### src/rtl/eight_bit_adder_unit_pkg.sv
// Shared definitions for the relay-computer ALU datapath.
// Operand and result bytes are carried as relay_byte_t throughout the ALU.
package relay_pkg;

  localparam int RELAY_WIDTH = 8;

  typedef logic [RELAY_WIDTH-1:0] relay_byte_t;

endpackage : relay_pkg

### src/rtl/eight_bit_adder_unit_if.sv
// Operand/result bundle between the ALU register file and the relay adder.
// The master drives the power rail and operands; the slave (adder) returns sum and carry.
interface eight_bit_adder_unit_if
  import relay_pkg::*;
#(
  parameter int WIDTH = RELAY_WIDTH
);

  logic             V;
  logic [WIDTH-1:0] b;
  logic [WIDTH-1:0] c;
  logic [WIDTH-1:0] adder_out;
  logic             carry;

  modport master (
    output V,
    output b,
    output c,
    input  adder_out,
    input  carry
  );

  modport slave (
    input  V,
    input  b,
    input  c,
    output adder_out,
    output carry
  );

endinterface : eight_bit_adder_unit_if

### src/rtl/eight_bit_adder_unit_relay_fa.sv
// One power-gated relay full-adder stage of the ripple chain.
// With the rail de-energised both outputs are forced low, which also blocks X on the operands.
module relay_full_adder (
  input  logic a,
  input  logic b,
  input  logic cin,
  input  logic v,
  output logic sum,
  output logic cout
);

  always_comb begin
    sum  = v & (a ^ b ^ cin);
    cout = v & ((a & b) | (cin & (a ^ b)));
  end

endmodule : relay_full_adder

### src/rtl/eight_bit_adder_unit.sv
// Relay ALU adder: WIDTH-stage power-gated ripple chain summing B and C,
// with sum and carry-out registered once per clock.
module eight_bit_adder_unit
  import relay_pkg::*;
#(
  parameter int WIDTH = RELAY_WIDTH
) (
  input  logic                 clk,
  input  logic                 rst_n,
  eight_bit_adder_unit_if.slave bus
);

  logic [WIDTH-1:0] sum_stage;
  logic             carry_msb;

  logic [WIDTH-1:0] adder_out_d;
  logic [WIDTH-1:0] adder_out_q;
  logic             carry_d;
  logic             carry_q;

  // Each stage owns its carry wires so the chain is a plain forward path, stage to stage.
  for (genvar gi = 0; gi < WIDTH; gi++) begin : g_stage
    logic cin;
    logic cout;
    logic sum;

    if (gi == 0) begin : g_first
      assign cin = 1'b0;
    end else begin : g_rest
      assign cin = g_stage[gi-1].cout;
    end

    relay_full_adder u_fa (
      .a    (bus.b[gi]),
      .b    (bus.c[gi]),
      .cin  (cin),
      .v    (bus.V),
      .sum  (sum),
      .cout (cout)
    );

    assign sum_stage[gi] = sum;
  end

  assign carry_msb = g_stage[WIDTH-1].cout;

  always_comb begin
    adder_out_d = sum_stage;
    carry_d     = carry_msb;
  end

  always_ff @(posedge clk) begin
    if (!rst_n) begin
      adder_out_q <= '0;
      carry_q     <= 1'b0;
    end else begin
      adder_out_q <= adder_out_d;
      carry_q     <= carry_d;
    end
  end

  assign bus.adder_out = adder_out_q;
  assign bus.carry     = carry_q;

endmodule : eight_bit_adder_unit

### src/flat_wrapper.sv
// flat-port wrapper written by rule: the top's interface ports become plain ports
module eight_bit_adder_unit_flat import relay_pkg::*;
#(
  parameter int WIDTH = RELAY_WIDTH
)
  (clk, rst_n, bus_V, bus_b, bus_c, bus_adder_out, bus_carry);
  eight_bit_adder_unit_if #(.WIDTH(WIDTH)) bus_i ();
  input  logic clk;
  input  logic rst_n;
  input wire logic [$bits(bus_i.V)-1:0] bus_V;
  input wire logic [$bits(bus_i.b)-1:0] bus_b;
  input wire logic [$bits(bus_i.c)-1:0] bus_c;
  output wire logic [$bits(bus_i.adder_out)-1:0] bus_adder_out;
  output wire logic [$bits(bus_i.carry)-1:0] bus_carry;
  assign bus_i.V = bus_V;
  assign bus_i.b = bus_b;
  assign bus_i.c = bus_c;
  assign bus_adder_out = bus_i.adder_out;
  assign bus_carry = bus_i.carry;
  eight_bit_adder_unit #(.WIDTH(WIDTH)) u_core (.clk(clk), .rst_n(rst_n), .bus(bus_i));
endmodule
### config.mk
export PLATFORM = sky130hd
export DESIGN_NAME = eight_bit_adder_unit_flat
export DESIGN_NICKNAME = d
export VERILOG_FILES = /design/src/rtl/eight_bit_adder_unit_pkg.sv /design/src/rtl/eight_bit_adder_unit_if.sv /design/src/rtl/eight_bit_adder_unit_relay_fa.sv /design/src/rtl/eight_bit_adder_unit.sv /design/src/flat_wrapper.sv
export SDC_FILE = /design/constraint.sdc
export NUM_CORES = 1
export LEC_CHECK = 0
export CAP_MARGIN = 15
export CORE_UTILIZATION = 40
export DETAILED_ROUTE_END_ITERATION = 6
export GPL_TIMING_DRIVEN = 1
export PLACE_DENSITY = 0.82
export SYNTH_ARGS = -nofsm -noshare
export SYNTH_HDL_FRONTEND = slang
export SYNTH_SLANG_ARGS = --single-unit
### constraint.sdc
create_clock -name clk -period 10.9 [get_ports clk]
set_clock_uncertainty 0.15 [all_clocks]
set_input_delay 1.635 -clock clk [delete_from_list [all_inputs] [get_ports clk]]
set_output_delay 1.635 -clock clk [all_outputs]
set_load 0.005 [all_outputs]
After elaboration in Yosys (flattened, before gate mapping)
Cells that the tools add are included.
{ "word_totals": {"in_bits": 19, "word_cells": 55, "regBits": 9, "output_inout_bits": 9} }
{ "classes": {"bitwise_logic": 53} }
{ "op_table": {"columns": ["cell", "n"], "rows": [
  ["1-bit bitwise AND", 31],
  ["1-bit XOR", 15],
  ["1-bit OR", 7]
]} }

Depth between registers and ports, before layout
{ "logic_depth": {"word_depth": 23, "mapped_depth": 16, "depth_no_buf": 16} }

Hierarchy
A second synthesis with hierarchy kept.
{ "unflattened": {"cells_unflattened": 43, "hier_area_um2": 500.5} }
{ "by_module_without_submodules": {"columns": ["module", "cells_per_inst", "n_inst", "area_each_um2", "seq_area_each_um2"], "rows": [
  ["relay_full_adder", 3, 8, 32.5, 0.0],
  ["eight_bit_adder_unit", 19, 1, 240.2, 180.2]
]} }

Worst setup path after synthesis
Ideal clock, no wire load.
{ "synth_path": {"path_kind": "input -> register", "start": "input port bus_c[0]", "end": "register u_core.adder_out_q[7], in the netlist u_core.bus.adder_out[7]", "arrival_time_ns": 5.871, "stages": 16, "slack_ns": 4.763, "required_ns": 10.634, "cell_sequence": "ha_1 > nand2_1 > fa_1 > or2b_1 > fa_1 > or2b_1 > fa_1 > or2b_1 > fa_1 > or2b_1 > fa_1 > or2b_1 > fa_1 > or2b_1 > fa_1 > and3b_1"} }
{ "synth_between": {"elab_chain_len": 22} }
{ "synth_rtl": {"columns": ["element", "line", "rtl"], "rows": [
  ["start: declaration", "flat_wrapper.sv:12", "input wire logic [$bits(bus_i.c)-1:0] bus_c;"],
  ["1-bit bitwise AND (3 in series)", "eight_bit_adder_unit_relay_fa.sv:14", "cout = v & ((a & b) | (cin & (a ^ b)));"],
  ["1-bit OR", "eight_bit_adder_unit_relay_fa.sv:14", null],
  ["1-bit bitwise AND (2 in series)", "eight_bit_adder_unit_relay_fa.sv:14", null],
  ["1-bit OR", "eight_bit_adder_unit_relay_fa.sv:14", null],
  ["1-bit bitwise AND (2 in series)", "eight_bit_adder_unit_relay_fa.sv:14", null],
  ["1-bit OR", "eight_bit_adder_unit_relay_fa.sv:14", null],
  ["1-bit bitwise AND (2 in series)", "eight_bit_adder_unit_relay_fa.sv:14", null],
  ["1-bit OR", "eight_bit_adder_unit_relay_fa.sv:14", null],
  ["1-bit bitwise AND (2 in series)", "eight_bit_adder_unit_relay_fa.sv:14", null],
  ["1-bit OR", "eight_bit_adder_unit_relay_fa.sv:14", null],
  ["1-bit bitwise AND (2 in series)", "eight_bit_adder_unit_relay_fa.sv:14", null],
  ["1-bit OR", "eight_bit_adder_unit_relay_fa.sv:14", null],
  ["1-bit bitwise AND", "eight_bit_adder_unit_relay_fa.sv:14", null],
  ["1-bit XOR", "eight_bit_adder_unit_relay_fa.sv:13", "sum = v & (a ^ b ^ cin);"],
  ["1-bit bitwise AND", "eight_bit_adder_unit_relay_fa.sv:13", null],
  ["end signal: assignment", "eight_bit_adder_unit.sv:57", "adder_out_q <= adder_out_d;"],
  ["end: declaration", "eight_bit_adder_unit.sv:17", "logic [WIDTH-1:0] adder_out_q;"]
]} }
No other way between the ends.
A chain may end at the register's enable or synchronous reset.

Worst setup path after layout
{ "layout_path": {"start": "input port bus_V", "end": "register u_core.adder_out_q[7], in the netlist u_core.bus.adder_out[7]"} }
{ "layout_between": {"elab_chain_len": 21} }
{ "layout_rtl": {"columns": ["element", "line", "rtl"], "rows": [
  ["start: declaration", "flat_wrapper.sv:10", "input wire logic [$bits(bus_i.V)-1:0] bus_V;"],
  ["1-bit bitwise AND (2 in series)", "eight_bit_adder_unit_relay_fa.sv:14", null],
  ["1-bit OR", "eight_bit_adder_unit_relay_fa.sv:14", null],
  ["1-bit bitwise AND (2 in series)", "eight_bit_adder_unit_relay_fa.sv:14", null],
  ["1-bit OR", "eight_bit_adder_unit_relay_fa.sv:14", null],
  ["1-bit bitwise AND (2 in series)", "eight_bit_adder_unit_relay_fa.sv:14", null],
  ["1-bit OR", "eight_bit_adder_unit_relay_fa.sv:14", null],
  ["1-bit bitwise AND (2 in series)", "eight_bit_adder_unit_relay_fa.sv:14", null],
  ["1-bit OR", "eight_bit_adder_unit_relay_fa.sv:14", null],
  ["1-bit bitwise AND (2 in series)", "eight_bit_adder_unit_relay_fa.sv:14", null],
  ["1-bit OR", "eight_bit_adder_unit_relay_fa.sv:14", null],
  ["1-bit bitwise AND (2 in series)", "eight_bit_adder_unit_relay_fa.sv:14", null],
  ["1-bit OR", "eight_bit_adder_unit_relay_fa.sv:14", null],
  ["1-bit bitwise AND", "eight_bit_adder_unit_relay_fa.sv:14", null],
  ["1-bit XOR", "eight_bit_adder_unit_relay_fa.sv:13", null],
  ["1-bit bitwise AND *", "eight_bit_adder_unit_relay_fa.sv:13", null]
]} }
Mark *: on every way between the ends. The rest lies on a longest branch, timed or not.

==> impl_metrics.ini <==
[run_status]
status = finished clean

[placed_design]
placed_area_um2 = 802
dp_slack_ns = 3.96
portBuffers = 27
dp.final_hpwl_um = 692
place_congestion = 0.664

[clock_tree]
clk_pin_slew_ns = 0.06
clock-sinks = 9
ctsRootBufferMaster = clkbuf_4
post-cts-setup-buffers = 0
clock_path_buffers = 2
numCtsBuffers = 3
postCtsHoldBufs = 0
cts_tree = yes
htree_levels = 1
cts_resized = 0

[yosys]
ys_warn_count = 0
syn_area_um2 = 526
syn-num-nets = 75
synth-seq-cells = 9
synth.avg_cell_area_um2 = 10.9
yosysUniqueCellTypes = 10
synthCells = 48
seq_area_frac_synth_pct = 34.3

[route]
routedWlPerCell_um = 8.66
via_count = 382
drc = 0
firstDrtPassIters = 4
final_antenna_net_count = 0
via_per_inst = 4.15
drt_iter0_drc = 4
drt-total-wl_um = 797

[floorplan]
die_w_um = 38.2
start_util_pct = 45.5
die-area_um2 = 1460
coreArea_um2 = 1160
ios = 28
num_rows = 12
die_h_um = 38.2

[setup_path]
required_ns = 10.90
arrival_ns = 6.64
path_max_fanout = 16
crit_type = primary input to register
cpMaxStageDelayCell = clkdlybuf4s50_1
crit_buf_inv = 1
start_kind = primary input
cpPeakStageDelay_ns = 0.71
end_kind = register
worst_path_most_repeated_cell = fa_1
critical-path-top-delay-family = adder cells
path_cells = clkdlybuf4s50_1 -> nand2_1 -> fa_1 -> or2b_1 -> fa_1 -> or2b_1 -> fa_1 -> or2b_1 -> fa_1 -> or2b_1 -> fa_1 -> or2b_1 -> fa_1 -> or2b_1 -> fa_1 -> and3b_1

[layout]
final_cell_mix = clkdlybuf4s50_1, inv_1, dfxtp_1
diodes = 0
final_common_cell = clkdlybuf4s50_1
fillers = 98
stdcell_area_um2 = 828
regArea_um2 = 180
syn_to_final_growth_pct = 57.6
layout.nets = 106
drive_gt1_share_pct = 7.69
multiInputGateArea_um2 = 282

[run]
cap_violations = 0

[timing]
setup_slack_ns = 4.25
finalSetupViolCount = 0
fin_crit_ns = 6.65
finalCritPeriodShare_pct = 61.0
drv_slew = 0
timing.fmax_mhz = 150
worst_slew_pin_slew_ns = 0.395
whs_ns = 1.98
hold_violations = 0
maxSlewHeadroom_pct = 73.6
tns_ns = 0
rsz0062_at_grt = no

[global_route]
antenna_found_initial = 0
grt_usage_pct = 14.0
grt_max_degree = 17
overflow = 0
grt_pass1_wl_um = 1370
grt_pass1_vias = 341

[worst_hold_path]
min_path_type = primary input to register

[power]
ir_worst_vdd_v = 0.0000337
powerDensity_nw_per_um2 = 95.9
p_leak_nw = 0.398
power.total_w = 0.0000794
## power by group
group	total (W)	switching [W]	internal [W]
sequential	0.0000355	0.000000501	0.0000350
clock	0.0000243	0.0000103	0.0000140
combinational	0.0000196	0.00000620	0.0000134
## flip-flops by register name, indices dropped and copies added (netlist names)
name / count
u_core.bus.adder_out: 8
u_core.bus.carry: 1
## logic make-up (layout without fill, tap and decap cells)
family | after synthesis | after routing | synth area share [%]
flops | 9 | 9 | 34.3
buf+inv | 15 | 45 | 12.1
fa+ha+maj | 8 | 8 | 29.0
simple gates | 16 | 16 | 24.5
## routing by layer
metal	share of wire [%]	global-route usage (%)	vias up
li1	-	-	199
met1	43	15.7	166
met2	52	25.0	17
met3	4.9	1.74	0
met4	0	8.04	0
met5	0	0	-
## final timing paths
path,cells after the start,endpoint,slack (ns),start
worst max-delay path,16,u_core.bus.adder_out[7],4.25,bus_V
worst min-delay path,3,u_core.bus.adder_out[0],1.98,bus_b[0]
## synthesized netlist by cell type
master   count  area share (%)
inv_1       14              10
dfxtp_1      9              34
fa_1         7              27
and3b_1      6              10
or2b_1       6             8.6
and3b_2      2             3.8
and3_2       1             1.4
buf_6        1             2.1
ha_1         1             2.4
nand2_1      1            0.71
## layout make-up
cell class              count  share of cell area [%]
well taps                  14                    2.11
clock buffers               4                    3.17
flip-flops and latches      9                    21.8
inverters                  14                    6.34
multi-input cells          24                    34.0
repair buffers             27                    32.6
## per-stage QoR
step | std cells | utilization (%)
2_1_floorplan | 48 | -
3_3_place_gp | 88 | 69.4
3_5_place_dp | 88 | 69.4
4_1_cts | 92 | 71.6
5_1_grt | 92 | 71.6
6_report | 92 | 71.6
Note: power is estimated with default switching activity, not from simulation.
